## config.mk

```make
export PLATFORM = sky130hd
export DESIGN_NAME = serial_word_receiver_flat
export DESIGN_NICKNAME = d
export VERILOG_FILES = /design/src/rtl/serial_word_receiver_if.sv /design/src/rtl/serial_word_receiver.sv /design/src/flat_wrapper.sv
export SDC_FILE = /design/constraint.sdc
export NUM_CORES = 1
export LEC_CHECK = 0
export ABC_AREA = 1
export CORE_AREA = 2 2 39 41
export DETAILED_ROUTE_END_ITERATION = 8
export DIE_AREA = 0 0 41 43
export PLACE_DENSITY = 0.82
export SLEW_MARGIN = 25
export SYNTH_ARGS = -nofsm -noshare
export SYNTH_HDL_FRONTEND = slang
export SYNTH_SLANG_ARGS = --single-unit
```

## constraint.sdc

```tcl
create_clock -name clk -period 2.4 [get_ports clk]
set_input_delay 0.24 -clock clk [delete_from_list [all_inputs] [get_ports clk]]
set_output_delay 0.24 -clock clk [all_outputs]
set_load 0.02 [all_outputs]
```

## src/rtl/serial_word_receiver_if.sv

```systemverilog
// Bundle of the serial_word_receiver signals other than clock and reset.
// master: the side that drives serial bits and consumes the received words.
// slave:  the receiver itself.
interface serial_word_receiver_if #(
  parameter int unsigned WIDTH = 4
);
  logic             serial_in;
  logic             bit_valid;
  logic             frame_start;
  logic [WIDTH-1:0] data_out;
  logic             data_valid;
  logic             data_ready;
  logic             busy;
  logic             frame_abort;
  logic             overrun;
  logic             overrun_clr;
  logic             parity_err;

  modport master (
    output serial_in, bit_valid, frame_start, data_ready, overrun_clr,
    input  data_out, data_valid, busy, frame_abort, overrun, parity_err
  );

  modport slave (
    input  serial_in, bit_valid, frame_start, data_ready, overrun_clr,
    output data_out, data_valid, busy, frame_abort, overrun, parity_err
  );
endinterface

```

## src/rtl/serial_word_receiver.sv

```systemverilog
// serial_word_receiver: collects a framed serial bit stream into WIDTH-bit
// words and presents each on a valid/ready output register.
// Optional feature macro PARITY_CHECK_EN: when defined, every word is
// followed by an even-parity bit; mismatching words are discarded and
// reported on parity_err. When undefined, parity_err is tied low.
module serial_word_receiver #(
  parameter int unsigned WIDTH     = 4,
  parameter bit          LSB_FIRST = 1'b0
) (
  input logic                  clk,
  input logic                  reset,
  serial_word_receiver_if.slave bus
);

  localparam int unsigned CW = $clog2(WIDTH + 1);
  localparam logic [CW-1:0] LAST_CNT = CW'(WIDTH - 1);

  localparam logic [1:0] IDLE   = 2'd0;
  localparam logic [1:0] RECV   = 2'd1;
`ifdef PARITY_CHECK_EN
  localparam logic [1:0] PARITY = 2'd2;
`endif

  logic [1:0]       state, state_n;
  logic [WIDTH-1:0] sreg, sreg_n;
  logic [CW-1:0]    cnt, cnt_n;
  logic [WIDTH-1:0] shifted;
  logic [WIDTH-1:0] first;
  logic [WIDTH-1:0] word;
  logic             word_done;
  logic             abort_n;
  logic             ovr_set;

  logic [WIDTH-1:0] dout_q;
  logic             dvalid_q;
  logic             abort_q;
  logic             overrun_q;
`ifdef PARITY_CHECK_EN
  logic             perr_n;
  logic             perr_q;
`endif

  // Shift candidates: continue the current word, or begin a fresh word
  // from a cleared register so nothing from an earlier frame survives.
  always_comb begin
    shifted = '0;
    first   = '0;
    if (LSB_FIRST) begin
      shifted          = {bus.serial_in, sreg[WIDTH-1:1]};
      first[WIDTH-1]   = bus.serial_in;
    end else begin
      shifted          = {sreg[WIDTH-2:0], bus.serial_in};
      first[0]         = bus.serial_in;
    end
  end

  // Frame FSM: next state, shift register, bit count and event strobes.
  always_comb begin
    state_n   = state;
    sreg_n    = sreg;
    cnt_n     = cnt;
    word      = shifted;
    word_done = 1'b0;
    abort_n   = 1'b0;
`ifdef PARITY_CHECK_EN
    perr_n    = 1'b0;
`endif
    if (bus.bit_valid) begin
      if (bus.frame_start) begin
        // A frame start anywhere but IDLE abandons the partial frame.
        abort_n = (state != IDLE);
        sreg_n  = first;
        cnt_n   = CW'(1);
        state_n = RECV;
      end else begin
        case (state)
          IDLE: begin
            // Stray bits outside a frame are ignored.
          end
          RECV: begin
            sreg_n = shifted;
            if (cnt == LAST_CNT) begin
`ifdef PARITY_CHECK_EN
              cnt_n   = CW'(WIDTH);
              state_n = PARITY;
`else
              word_done = 1'b1;
              cnt_n     = '0;
              state_n   = IDLE;
`endif
            end else begin
              cnt_n = cnt + CW'(1);
            end
          end
`ifdef PARITY_CHECK_EN
          PARITY: begin
            word = sreg;
            if (bus.serial_in == (^sreg)) begin
              word_done = 1'b1;
            end else begin
              perr_n = 1'b1;
            end
            cnt_n   = '0;
            state_n = IDLE;
          end
`endif
          default: begin
            state_n = IDLE;
            cnt_n   = '0;
          end
        endcase
      end
    end
  end

  // A completed word is dropped only if the held word is neither empty
  // nor being accepted this cycle.
  always_comb begin
    ovr_set = word_done & dvalid_q & ~bus.data_ready;
  end

  // FSM and shift-path registers.
  always_ff @(posedge clk or posedge reset) begin
    if (reset) begin
      state <= IDLE;
      sreg  <= '0;
      cnt   <= '0;
    end else begin
      state <= state_n;
      sreg  <= sreg_n;
      cnt   <= cnt_n;
    end
  end

  // Output register with valid/ready handshake and sticky overrun.
  always_ff @(posedge clk or posedge reset) begin
    if (reset) begin
      dout_q    <= '0;
      dvalid_q  <= 1'b0;
      overrun_q <= 1'b0;
    end else begin
      if (word_done && (!dvalid_q || bus.data_ready)) begin
        dout_q   <= word;
        dvalid_q <= 1'b1;
      end else if (dvalid_q && bus.data_ready) begin
        dvalid_q <= 1'b0;
      end
      if (ovr_set) begin
        overrun_q <= 1'b1;
      end else if (bus.overrun_clr) begin
        overrun_q <= 1'b0;
      end
    end
  end

  // Single-cycle event pulses.
  always_ff @(posedge clk or posedge reset) begin
    if (reset) begin
      abort_q <= 1'b0;
`ifdef PARITY_CHECK_EN
      perr_q  <= 1'b0;
`endif
    end else begin
      abort_q <= abort_n;
`ifdef PARITY_CHECK_EN
      perr_q  <= perr_n;
`endif
    end
  end

  assign bus.data_out    = dout_q;
  assign bus.data_valid  = dvalid_q;
  assign bus.busy        = (state != IDLE);
  assign bus.frame_abort = abort_q;
  assign bus.overrun     = overrun_q;
`ifdef PARITY_CHECK_EN
  assign bus.parity_err  = perr_q;
`else
  assign bus.parity_err  = 1'b0;
`endif

endmodule

```

## src/flat_wrapper.sv

```systemverilog
// flat-port wrapper written by rule: the top's interface ports become plain ports
module serial_word_receiver_flat 
#(
  parameter int unsigned WIDTH     = 4,
  parameter bit          LSB_FIRST = 1'b0
)
  (clk, reset, bus_serial_in, bus_bit_valid, bus_frame_start, bus_data_ready, bus_overrun_clr, bus_data_out, bus_data_valid, bus_busy, bus_frame_abort, bus_overrun, bus_parity_err);
  serial_word_receiver_if #(.WIDTH(WIDTH)) bus_i ();
  input logic clk;
  input logic reset;
  input wire logic [$bits(bus_i.serial_in)-1:0] bus_serial_in;
  input wire logic [$bits(bus_i.bit_valid)-1:0] bus_bit_valid;
  input wire logic [$bits(bus_i.frame_start)-1:0] bus_frame_start;
  input wire logic [$bits(bus_i.data_ready)-1:0] bus_data_ready;
  input wire logic [$bits(bus_i.overrun_clr)-1:0] bus_overrun_clr;
  output wire logic [$bits(bus_i.data_out)-1:0] bus_data_out;
  output wire logic [$bits(bus_i.data_valid)-1:0] bus_data_valid;
  output wire logic [$bits(bus_i.busy)-1:0] bus_busy;
  output wire logic [$bits(bus_i.frame_abort)-1:0] bus_frame_abort;
  output wire logic [$bits(bus_i.overrun)-1:0] bus_overrun;
  output wire logic [$bits(bus_i.parity_err)-1:0] bus_parity_err;
  assign bus_i.serial_in = bus_serial_in;
  assign bus_i.bit_valid = bus_bit_valid;
  assign bus_i.frame_start = bus_frame_start;
  assign bus_i.data_ready = bus_data_ready;
  assign bus_i.overrun_clr = bus_overrun_clr;
  assign bus_data_out = bus_i.data_out;
  assign bus_data_valid = bus_i.data_valid;
  assign bus_busy = bus_i.busy;
  assign bus_frame_abort = bus_i.frame_abort;
  assign bus_overrun = bus_i.overrun;
  assign bus_parity_err = bus_i.parity_err;
  serial_word_receiver #(.WIDTH(WIDTH), .LSB_FIRST(LSB_FIRST)) u_core (.clk(clk), .reset(reset), .bus(bus_i));
endmodule
```

* Word level (Yosys, flattened, before mapping) *
Cells that the tools add are included.

storage, ports and cells
  output and inout port bits = 9
  logic and storage cells = 45
  input bits = 7
  register bits after elaboration = 15

operators by class
  reductions and logical operators = 12
  equal/unequal tests = 4
  $add $sub $neg = 1
  bitwise gates (word level) = 3
  muxes and demuxes = 18

operator list
  kind                                                   number
  2-to-1 mux 3 bit                                       4
  2-to-1 mux 1 bit                                       10
  nonzero test 2 bit                                     4
  one-hot mux 3 bit (2 select lines)                     1
  2-to-1 mux 2 bit                                       2
  one-hot mux 2 bit (2 select lines)                     1
  AND reduction 2 bit                                    2
  adder 3 x 1 -> 3 bit, second input constant            1
  == test 3 x 2 -> 1 bit, second input constant          1
  inequality test 3 x 2 -> 1 bit, second input constant  1
  AND reduction 3 bit                                    1
  bitwise AND 1 bit                                      2
  == test 2 x 1 -> 1 bit, second input constant          1
  logical AND 1 bit                                      2
  logical NOT 2 bit                                      1
  inequality test 2 bit, second input constant           1
  logical NOT 1 bit                                      1
  logical OR 1 bit                                       1
  NOT 1 bit                                              1

* Longest topological paths before layout *
  word-level depth = 8
  mapped depth = 6
  gate-level depth less buffers = 6

* Least setup slack after synthesis *
No wires, ideal clock.

  kind = reg2reg
  start point = reg u_core.state[0]
  end point = reg u_core.dout_q[0], in the netlist u_core.bus.data_out[0]
  required time = 2.283 ns
  stages on the path, launching flop included = 6
  period minus slack after synthesis = 1.092 ns
  slack = 1.308 ns
  setup time = 0.117 ns
  arrival time = 0.974 ns
  path buffers = 0
  cells stage by stage = dfrtp_1 nand2_2 nor2_4 nand3_2 nand2_1 nand2_1

on the way
  longest elaborated chain between the ends = 5

RTL lines
  element                 RTL line                     RTL
  from (decl)             serial_word_receiver.sv:24   logic [1:0] state, state_n;
  from (signal assigned)  serial_word_receiver.sv:129  state <= state_n;
  == test 2 x 1 -> 1 bit  serial_word_receiver.sv:76   case (state)
  2-to-1 mux 1 bit        serial_word_receiver.sv:76
  2-to-1 mux 1 bit        serial_word_receiver.sv:69   if (bus.frame_start) begin
  2-to-1 mux 1 bit        serial_word_receiver.sv:68   if (bus.bit_valid) begin
  logical AND 1 bit       serial_word_receiver.sv:142  if (word_done && (!dvalid_q || bus.data_ready)) begin
  to (signal assigned)    serial_word_receiver.sv:143  dout_q <= word;
  to (decl)               serial_word_receiver.sv:34   logic [WIDTH-1:0] dout_q;

Every way passes these cells.
A chain may end at the register's enable or synchronous reset.

* Worst setup path in the final report *
  start point = reg u_core.state[0]
  end point = out bus_busy

on the way
  longest elaborated chain between the ends = 1

RTL lines
  element             RTL line                     RTL
  nonzero test 2 bit  serial_word_receiver.sv:173  assign bus.busy = (state != IDLE);
  to (decl)           flat_wrapper.sv:18           output wire logic [$bits(bus_i.busy)-1:0] bus_busy;

Every way passes these cells.

==> results.ini <==
[run_status]
status = completed

[global_routing]
antenna_found_initial = 0
grt-ovfl-total = 0
grt_max_degree = 15
grt_usage_pct = 15.7
grt_pass1_vias = 467
grt_pass1_wl_um = 1840

[critical_path]
startpoint = u_core.state[0]
crit_end = bus_busy
cpPeakStageDelay_ps = 620
crit_chain = clkdlybuf4s50_1
cp-end-kind = primary output
path_delay_family = buffers and inverters
critPathRequiredTime_ps = 2160
path_max_fanout = 3
cp.arrival_ps = 1300
crit_cells = 1
timing.rr.start = u_core.cnt[0]
worstRegToRegCells = 6
slowest_stage = clkdlybuf4s50_1
critPathBufInv = 1
r2r_setup_slack_ps = 1230
path_class = reg -> out
r2r-end = u_core.bus.data_out[2]
critPathLaunchType = register

[logic_synthesis]
synth_top_cell_by_area = dfrtp_1
synthesis.area_um2 = 616
yosys_warnings = 0
ys_ff_latch = 14
synth_area_leaders = dfrtp_1 57%, nand2_1 18%, inv_1 4.9%
syn_nets = 76
synthCells = 68
syn_avg_cell_area_um2 = 9.05
synth.distinct_cells = 15
synth_top_cell_area_share_pct = 56.9
yosysSeqAreaShare_pct = 56.9

[final_layout]
nFillCells = 120
syn_to_final_growth_pct = 30.7
drive_above_1_share_pct = 10.6
n_antenna_cell = 0
nNetsFinal = 94

[die]
die_x_um = 41
initial_core_util_pct = 44.5
pin_count = 16
die_y_um = 43
coreArea_mm2 = 0.00138
die-area_mm2 = 0.00176
rows = 14

[placed_design]
portBuffers = 14
gp_congestion = 0.740
hpwl_um = 901
dp_slack_ps = 944

[power_and_ir_drop]
cellLeakagePower_nw = 0.428
p_total_w = 0.000802
p_per_area_mw_per_mm2 = 997
p_seq_share_pct = 42.5
vdd_drop_max_mv = 0.439
power.switching_w = 0.000287
switching_share_pct = 35.7
p_int_w = 0.000516
pwr-share-clk_pct = 21.0
pwr-share-comb_pct = 36.5

[clock_tree]
hold_buffers = 0
tritoncts.num_buffers = 3
post_cts_buffers = 0
cts_tree = done
cts-htree-levels = 1
cts_resized = 0
clk_path_buf_depth = 2
cts_sinks = 14
clk_pin_slew_ps = 80
insertion_delay_ps = 280
cts-root-buf = clkbuf_4

[drt]
via_per_inst = 4.93
remaining_drc_errors = 0
ant_nets = 0
drt_iter0_drc = 12
routedWlPerCell_um = 11.0
dr.pass1.iters = 4
vias = 498
wirelength_um = 1120

[sta]
skew_ps = 1.65
finalMaxSlewViolations = 0
finalCritPeriodShare_pct = 64.0
min_period_ps = 1540
setup_viol_count_final = 0
tightest_slew_ps = 509
rsz0062_at_grt = no
hold_violations = 0
fin_ws_ps = 863
max_freq_mhz = 651
final.setup.tns_ps = 0
maxSlewHeadroom_pct = 66.0

[hold_path]
hp-class = in -> async

[run]
max_cap_violations = 0

==> cells in the mapped netlist <==
library cell / number
nand2_1: 30
dfrtp_1: 14
inv_1: 8
nand4_1: 4
nor2_4: 2
buf_4: 1
conb_1: 1
ha_1: 1
nand2_2: 1
nand3_2: 1
nand3b_1: 1
nor2_1: 1
o211a_1: 1
o21ai_0: 1
o21ai_2: 1
==> flip-flops by register name, indices dropped and copies added, names as in the netlist <==
name and cells:
u_core.bus.data_out 4, u_core.cnt 3, u_core.sreg 3, u_core.bus.data_valid 1, u_core.bus.frame_abort 1, u_core.bus.overrun 1, u_core.state 1
==> layer usage <==
metal  GRT usage [%]  part of all wire (%)  vias to the layer above
met5               0                     0                        -
met1            18.0                    42                      229
met2            24.1                    49                       18
li1                -                     -                      246
met4            12.0                   3.4                        0
met3            3.14                   5.4                        5
==> placed cells by master (no fill, tap or decap) <==
cell | Yosys | routed
dfrtp_1 | 14 | 14
o21ai_2 | 1 | 1
clkbuf_8 | 0 | 1
nand2_2 | 1 | 1
clkdlybuf4s50_1 | 0 | 14
nor2_1 | 1 | 1
nor2_4 | 2 | 2
inv_1 | 8 | 8
o211a_1 | 1 | 1
nand2_1 | 30 | 30
o21ai_0 | 1 | 1
clkbuf_4 | 0 | 3
nand3b_1 | 1 | 1
conb_1 | 1 | 1
nand3_2 | 1 | 1
ha_1 | 1 | 1
nand4_1 | 4 | 4
==> worst min path at each step <==
stage,endpoint,from
3_3_place_gp,u_core.bus.data_out[2],u_core.bus.data_out[2]
2_1_floorplan,u_core.bus.data_out[0],reset
5_1_grt,u_core.state[0],reset
3_5_place_dp,u_core.bus.data_out[1],u_core.bus.data_out[1]
4_1_cts,u_core.state[0],reset
6_report,u_core.bus.overrun,reset
==> cell type report <==
| cell class | instances | area (um^2) | area share (%) |
|---|---|---|---|
| Sequential cell | 14 | 350 | 43.5 |
| Tap cell | 16 | 20.0 | 2.49 |
| Inverter | 8 | 30.0 | 3.73 |
| Multi-Input combinational cell | 45 | 228 | 28.3 |
| Clock buffer | 4 | 36.3 | 4.51 |
| Timing Repair Buffer | 14 | 140 | 17.4 |
==> power groups by stage <==
stage / Sequential, W / Clock (W) / Combinational (W)
final: 0.000341 / 0.000169 / 0.000293
after global routing: 0.000349 / 0.000180 / 0.000330
after CTS: 0.000341 / 0.000171 / 0.000296
after detailed placement: 0.000346 / 0 / 0.000294
after global placement: 0.000341 / 0 / 0.000286
after floorplan: 0.000388 / 0 / 0.000128
==> metrics by stage <==
step	hold WS (ps)	utilization, %	cell area [um^2]	std cells
finish	278	58.1	805	101
global placement	463	55.5	768	97
floorplan	129	-	616	68
CTS	296	58.1	805	101
global route	346	58.1	805	101
detailed placement	468	55.5	768	97
==> cell families after synthesis <==
group                      share of synthesized area (%)
other                                              0.609
and+or+nand+nor                                     30.5
AOI/OAI and AO/OA                                   3.86
DFF                                                 56.9
buffers and inverters                               6.10
adders and majority gates                           2.03
Note: power is estimated with default switching activity, not from simulation.
